===== src/rtl/rsff_cmd_driver_if.sv =====
// Command handshake bundle for rsff_cmd_driver: valid/ready plus opcode and data/mask.
`default_nettype none

interface rsff_cmd_driver_if #(
    parameter int WIDTH = 8
);
    logic             cmd_valid;
    logic             cmd_ready;
    logic [1:0]       cmd_op;
    logic [WIDTH-1:0] cmd_data;

    modport master (output cmd_valid, output cmd_op, output cmd_data, input cmd_ready);
    modport slave  (input cmd_valid, input cmd_op, input cmd_data, output cmd_ready);
endinterface

`default_nettype wire


===== src/rtl/rsff_cmd_driver.sv =====
// Command-driven preset/clear/load driver for a bank of RS flops with readback compare.
// Optional readback compare enabled by defining RSFF_DRV_CHECK_EN.
`default_nettype none

module rsff_cmd_driver #(
    parameter int WIDTH        = 8,
    parameter int PULSE_CYCLES = 2
) (
    input  wire logic             clk_i,
    input  wire logic             rst_n_i,
    rsff_cmd_driver_if.slave      cmd,
    output logic [WIDTH-1:0]      ff_d_o,
    output logic [WIDTH-1:0]      ff_set_n_o,
    output logic [WIDTH-1:0]      ff_reset_o,
    input  wire logic [WIDTH-1:0] ff_q_i,
    output logic                  done_o,
    output logic                  mismatch_o,
    output logic [7:0]            err_count_o
);

    typedef enum logic [1:0] {
        ST_IDLE   = 2'd0,
        ST_PULSE  = 2'd1,
        ST_SETTLE = 2'd2,
        ST_CHECK  = 2'd3
    } state_t;

    localparam logic [1:0] OP_LOAD  = 2'b00;
    localparam logic [1:0] OP_SET   = 2'b01;
    localparam logic [1:0] OP_CLEAR = 2'b10;
    localparam logic [3:0] PULSE_LAST = 4'(PULSE_CYCLES - 1);

    state_t           state_q;
    logic [WIDTH-1:0] shadow_q;
    logic [WIDTH-1:0] set_n_q;
    logic [WIDTH-1:0] reset_q;
    logic [3:0]       pulse_cnt_q;
    logic             ready_q;
    logic             done_q;
    logic             accept;

    assign accept = cmd.cmd_valid && ready_q;

`ifdef RSFF_DRV_CHECK_EN
    logic       mismatch_q;
    logic [7:0] err_count_q;
    logic [7:0] err_count_d;
    logic       cmp_fail;

    assign cmp_fail    = (ff_q_i != shadow_q);
    assign err_count_d = (err_count_q == 8'hFF) ? err_count_q : err_count_q + 8'd1;
    assign mismatch_o  = mismatch_q;
    assign err_count_o = err_count_q;

    always_ff @(posedge clk_i or negedge rst_n_i) begin
        if (!rst_n_i) begin
            mismatch_q  <= 1'b0;
            err_count_q <= 8'd0;
        end else if (state_q == ST_IDLE && accept) begin
            mismatch_q <= 1'b0;
        end else if (state_q == ST_CHECK) begin
            mismatch_q <= cmp_fail;
            if (cmp_fail) begin
                err_count_q <= err_count_d;
            end
        end
    end
`else
    logic unused_ff_q;
    assign unused_ff_q = ^ff_q_i;
    assign mismatch_o  = 1'b0;
    assign err_count_o = 8'd0;
`endif

    always_ff @(posedge clk_i or negedge rst_n_i) begin
        if (!rst_n_i) begin
            state_q     <= ST_IDLE;
            shadow_q    <= '0;
            set_n_q     <= '1;
            reset_q     <= '0;
            pulse_cnt_q <= 4'd0;
            ready_q     <= 1'b0;
            done_q      <= 1'b0;
        end else begin
            done_q <= 1'b0;
            case (state_q)
                ST_IDLE: begin
                    ready_q <= 1'b1;
                    if (accept) begin
                        ready_q     <= 1'b0;
                        pulse_cnt_q <= PULSE_LAST;
                        case (cmd.cmd_op)
                            OP_LOAD: begin
                                shadow_q <= cmd.cmd_data;
                                state_q  <= ST_SETTLE;
                            end
                            OP_SET: begin
                                shadow_q <= shadow_q | cmd.cmd_data;
                                if (|cmd.cmd_data) begin
                                    set_n_q <= ~cmd.cmd_data;
                                    state_q <= ST_PULSE;
                                end else begin
                                    state_q <= ST_CHECK;
                                    done_q  <= 1'b1;
                                end
                            end
                            OP_CLEAR: begin
                                shadow_q <= shadow_q & ~cmd.cmd_data;
                                if (|cmd.cmd_data) begin
                                    reset_q <= cmd.cmd_data;
                                    state_q <= ST_PULSE;
                                end else begin
                                    state_q <= ST_CHECK;
                                    done_q  <= 1'b1;
                                end
                            end
                            default: begin
                                state_q <= ST_CHECK;
                                done_q  <= 1'b1;
                            end
                        endcase
                    end
                end
                ST_PULSE: begin
                    // Release on the last pulse cycle so set and reset never overlap across commands.
                    if (pulse_cnt_q == 4'd0) begin
                        set_n_q <= '1;
                        reset_q <= '0;
                        state_q <= ST_SETTLE;
                    end else begin
                        pulse_cnt_q <= pulse_cnt_q - 4'd1;
                    end
                end
                ST_SETTLE: begin
                    state_q <= ST_CHECK;
                    done_q  <= 1'b1;
                end
                ST_CHECK: begin
                    state_q <= ST_IDLE;
                    ready_q <= 1'b1;
                end
                default: state_q <= ST_IDLE;
            endcase
        end
    end

    assign cmd.cmd_ready = ready_q;
    assign ff_d_o        = shadow_q;
    assign ff_set_n_o    = set_n_q;
    assign ff_reset_o    = reset_q;
    assign done_o        = done_q;

endmodule

`default_nettype wire


===== src/flat_wrapper.sv =====
// flat-port wrapper written by rule: the top's interface ports become plain ports
module rsff_cmd_driver_flat 
#(
    parameter int WIDTH        = 8,
    parameter int PULSE_CYCLES = 2
)
  (clk_i, rst_n_i, ff_d_o, ff_set_n_o, ff_reset_o, ff_q_i, done_o, mismatch_o, err_count_o, cmd_cmd_valid, cmd_cmd_op, cmd_cmd_data, cmd_cmd_ready);
  rsff_cmd_driver_if #(.WIDTH(WIDTH)) cmd_i ();
  input  wire logic clk_i;
  input  wire logic rst_n_i;
  output logic [WIDTH-1:0] ff_d_o;
  output logic [WIDTH-1:0] ff_set_n_o;
  output logic [WIDTH-1:0] ff_reset_o;
  input  wire logic [WIDTH-1:0] ff_q_i;
  output logic done_o;
  output logic mismatch_o;
  output logic [7:0] err_count_o;
  input wire logic [$bits(cmd_i.cmd_valid)-1:0] cmd_cmd_valid;
  input wire logic [$bits(cmd_i.cmd_op)-1:0] cmd_cmd_op;
  input wire logic [$bits(cmd_i.cmd_data)-1:0] cmd_cmd_data;
  output wire logic [$bits(cmd_i.cmd_ready)-1:0] cmd_cmd_ready;
  assign cmd_i.cmd_valid = cmd_cmd_valid;
  assign cmd_i.cmd_op = cmd_cmd_op;
  assign cmd_i.cmd_data = cmd_cmd_data;
  assign cmd_cmd_ready = cmd_i.cmd_ready;
  rsff_cmd_driver #(.WIDTH(WIDTH), .PULSE_CYCLES(PULSE_CYCLES)) u_core (.clk_i(clk_i), .rst_n_i(rst_n_i), .cmd(cmd_i), .ff_d_o(ff_d_o), .ff_set_n_o(ff_set_n_o), .ff_reset_o(ff_reset_o), .ff_q_i(ff_q_i), .done_o(done_o), .mismatch_o(mismatch_o), .err_count_o(err_count_o));
endmodule

===== config.mk =====
export PLATFORM = sky130hd
export DESIGN_NAME = rsff_cmd_driver_flat
export DESIGN_NICKNAME = d
export VERILOG_FILES = /design/src/rtl/rsff_cmd_driver_if.sv /design/src/rtl/rsff_cmd_driver.sv /design/src/flat_wrapper.sv
export SDC_FILE = /design/constraint.sdc
export NUM_CORES = 1
export LEC_CHECK = 0
export CAP_MARGIN = 20
export CORE_MARGIN = 5
export CORE_UTILIZATION = 56
export CTS_CLUSTER_SIZE = 40
export DETAILED_ROUTE_END_ITERATION = 10
export DONT_BUFFER_PORTS = 1
export PLACE_DENSITY = 0.74
export SLEW_MARGIN = 20
export SYNTH_ARGS = -nofsm -noshare
export SYNTH_HDL_FRONTEND = slang
export SYNTH_SLANG_ARGS = --single-unit
export TNS_END_PERCENT = 100

===== constraint.sdc =====
create_clock -name clk_i -period 1.7 [get_ports clk_i]
set_input_delay 0.255 -clock clk_i [delete_from_list [all_inputs] [get_ports clk_i]]
set_output_delay 0.255 -clock clk_i [all_outputs]
set_load 0.02 [all_outputs]

==> impl_metrics.csv <==
group,metric,value,unit
outcome,status,"complete, no violations",
sta,fin_setup_tns,0,ps
synth,yosysSeqAreaShare,43.34,%
sta,worst_slack,21.34,ps
synth,synth_area,0.001871,mm2
worst_setup_path,cp-end-kind,"flop",
sta,rsz0062_at_grt,"true",
detailed_routing,num_vias,1404,
global_route,grt_pass1_vias,1468,
global_route,grt_pass1_wl,6.844,mm
clock_tree,cts.clk_slew.worst_paths,100,ps
worst_setup_path,reg2reg_slack,20,ps
clock_tree,cts_inserted_buffers,5,
sta,post-route-period-util,98.74,%
worst_setup_path,setup.worst_path.start_class,"flop",
global_route,grt_remaining_overflow,0,
global_route,grt_max_degree,33,
detailed_routing,detail_route.wl_per_cell,16.57,um
synth,synthTopCellsByArea,"dfrtp_1 (32%), dfstp_2 (11%), ha_1 (8.0%)",
worst_setup_path,worstPathRequired,1960,ps
worst_setup_path,worstPathMaxFanout,8,
synth,synth_top_cell_by_area,"dfrtp_1",
sta,slew_violations,0,
place,gp_congestion,0.7930,
floorplan,coreArea,0.003284,mm2
synth,avgSynthCellArea,10.39,um2
worst_hold_path,hold_class,"in -> reg",
clock_tree,htree_levels,2,
sta,hold-worst-slack,82.54,ps
floorplan,die-area,0.004596,mm2
synth,synthTopCellsByCount,"dfrtp_1 (24), a21oi_1 (21), inv_1 (15)",
global_route,antenna_found_initial,0,
floorplan,fp.dieH,67.80,um
worst_setup_path,cp_cell_sequence,"inv_2 -> ha_4 -> a21bo_4 -> o21ai_4 -> buf_6 -> a211oi_4 -> buf_12 -> mux2i_1",
sta,fin_skew,10.50,ps
synth,yosysWarnings,0,
floorplan,num_io_pins,56,
synth,ys_seq_elements,32,
sta,finalHoldViolations,0,
clock_tree,cts_root_buf,"clkbuf_4",
worst_setup_path,cpMaxStageDelayCell,"dfrtp_1",
clock_tree,cts_tree,"done",
detailed_routing,drt-total-wl,4.243,mm
power,p_leak,1.042,nW
synth,ys_types,39,
detailed_routing,avgViaCountPerCell,5.484,
sta,fmax,595.7,MHz
worst_setup_path,max_stage_delay,380,ps
clock_tree,cts_sinks,32,
synth,synth-edff-count,0,
synth,yosysMostFrequentCell,"dfrtp_1",
synth,ys.flop_type,"dfrtp_1",
cells_and_area,regArea,810.8,um2
synth,ys_async_sr_fraction,100.0,%
place,dp_slack,-72.35,ps
power,power_density,2146,mW/mm2
detailed_routing,drt_iter0_drc,126,
clock_tree,clk_path_buf_depth,2,
cells_and_area,nets,242,
worst_setup_path,path_class,"reg -> reg",
cells_and_area,multi_input_area,0.001017,mm2
sta,finalCriticalPeriod,1679,ps
place,hpwl,3.121,mm
sta,setup_viol,0,
power,p_total,4.909,mW
cells_and_area,diodes,0,
synth,synth_top_area_share,32.11,%
place,place_area,0.002056,mm2
cells_and_area,final_area,0.002287,mm2
detailed_routing,firstDrtPassIters,4,
synth,synth_cells,180,
cells_and_area,syn2layout_area_growth,22.27,%
floorplan,die_w,67.80,um
cells_and_area,fillers,245,
clock_tree,clk_latency,340,ps
floorplan,rows,21,
detailed_routing,antenna_left,0,
global_route,track_usage,20.33,%
detailed_routing,drc,0,
floorplan,start_util,56.95,%
run,drv_cap,0,
power,ir_worst_vdd,0.0008965,V
cells_and_area,final_layout_size_suffix_gt1_share,34.29,%
place,io_buffers,0,
worst_setup_path,arrival,1940,ps
cells by family after synthesis:
group / Yosys count / synth area share [%]
compound gates: 48 / 17.39
fa+ha+maj: 12 / 8.027
flops: 32 / 43.34
simple gates: 39 / 12.17
other cells: 1 / 0.2005
buf+inv: 30 / 8.026
mux: 18 / 10.84
worst max-delay path: cells and delay by family, from the launching register on:
family / cells / cell delay (ps)
compound gates: 3 / 500
mux: 1 / 190
buf+inv: 3 / 350
fa+ha+maj: 1 / 170
flops: 1 / 380
final timing paths:
kind	cells after the start	to	start
worst min register to register	2	u_core.ff_reset_o[6]$_DFFE_PN0P_	u_core.ff_reset_o[6]$_DFFE_PN0P_
max in group asynchronous	2	u_core.ff_set_n_o[0]$_DFFE_PN1P_	rst_n_i
min in group asynchronous	2	u_core.cmd.cmd_ready$_DFFE_PN0P_	rst_n_i
worst max-delay path	8	u_core.ff_reset_o[3]$_DFFE_PN0P_	u_core.state_q[0]$_DFFE_PN0P_
worst min-delay path	2	u_core.ff_reset_o[5]$_DFFE_PN0P_	cmd_cmd_data[5]
worst max register to register	8	u_core.ff_reset_o[3]$_DFFE_PN0P_	u_core.state_q[0]$_DFFE_PN0P_
power by group:
group / switching (mW) / internal, mW
combinational: 1.14 / 1.38
sequential: 0.619 / 1.19
clock: 0.274 / 0.306
total: 2.03 / 2.88
cell usage in the layout, fill, tap and decap left out, types with 2 or more instances in the layout:
master    count
mux2_4        8
inv_1        10
inv_2         5
buf_6         2
nand2b_1      4
a211oi_4      2
buf_4        23
or4_4         2
conb_1        9
nor3_1        2
buf_12        3
ha_4          3
nand2_1      10
dfstp_2       8
o22ai_1       9
ha_1          9
dfrtp_1      24
o31ai_1       2
nor2b_1       8
clkbuf_4      5
and2_1        2
mux2i_1       9
a21oi_1      21
nor2_1        5
a22o_1        2
o21ai_0       2
sequential cells by signal, summed over array words and instances (netlist names):
signal and count:
u_core.cmd.cmd_ready 1, u_core.pulse_cnt_q 4, u_core.ff_reset_o 8, u_core.done_o 1, u_core.ff_d_o 8, u_core.ff_set_n_o 8
u_core.state_q 2
area by class of cell:
type,count,area share (%)
clock buffers,5,1.641
repair buffers,29,11.60
inverters,15,2.462
well taps,46,2.516
clock inverters,3,1.860
multi-input cells,126,44.48
flip-flops and latches,32,35.45
through the flow:
stage               utilization (%)  cells
floorplan                         -    188
global placement              62.59    239
detailed placement            62.59    239
CTS                           68.08    253
global route                  69.64    256
finish                        69.64    256
metal layers:
layer / wire length (um) / vias up / track usage (%) / share of wire [%]
li1: - / 671 / - / -
met1: 1606 / 687 / 21.35 / 38
met2: 2284 / 40 / 37.67 / 54
met3: 286 / 6 / 7.321 / 6.7
met4: 65 / 0 / 5.955 / 1.5
met5: 0 / - / 0 / 0
timing repair:
action,4_1_cts,5_1_grt
endpoints found under the hold margin,32,0
endpoints found under the setup margin,16,19
buffers inserted,4,4
resized for setup,11,6
hold buffers,2,0
pin swaps,4,6
Power figures use the tool's default switching activity.
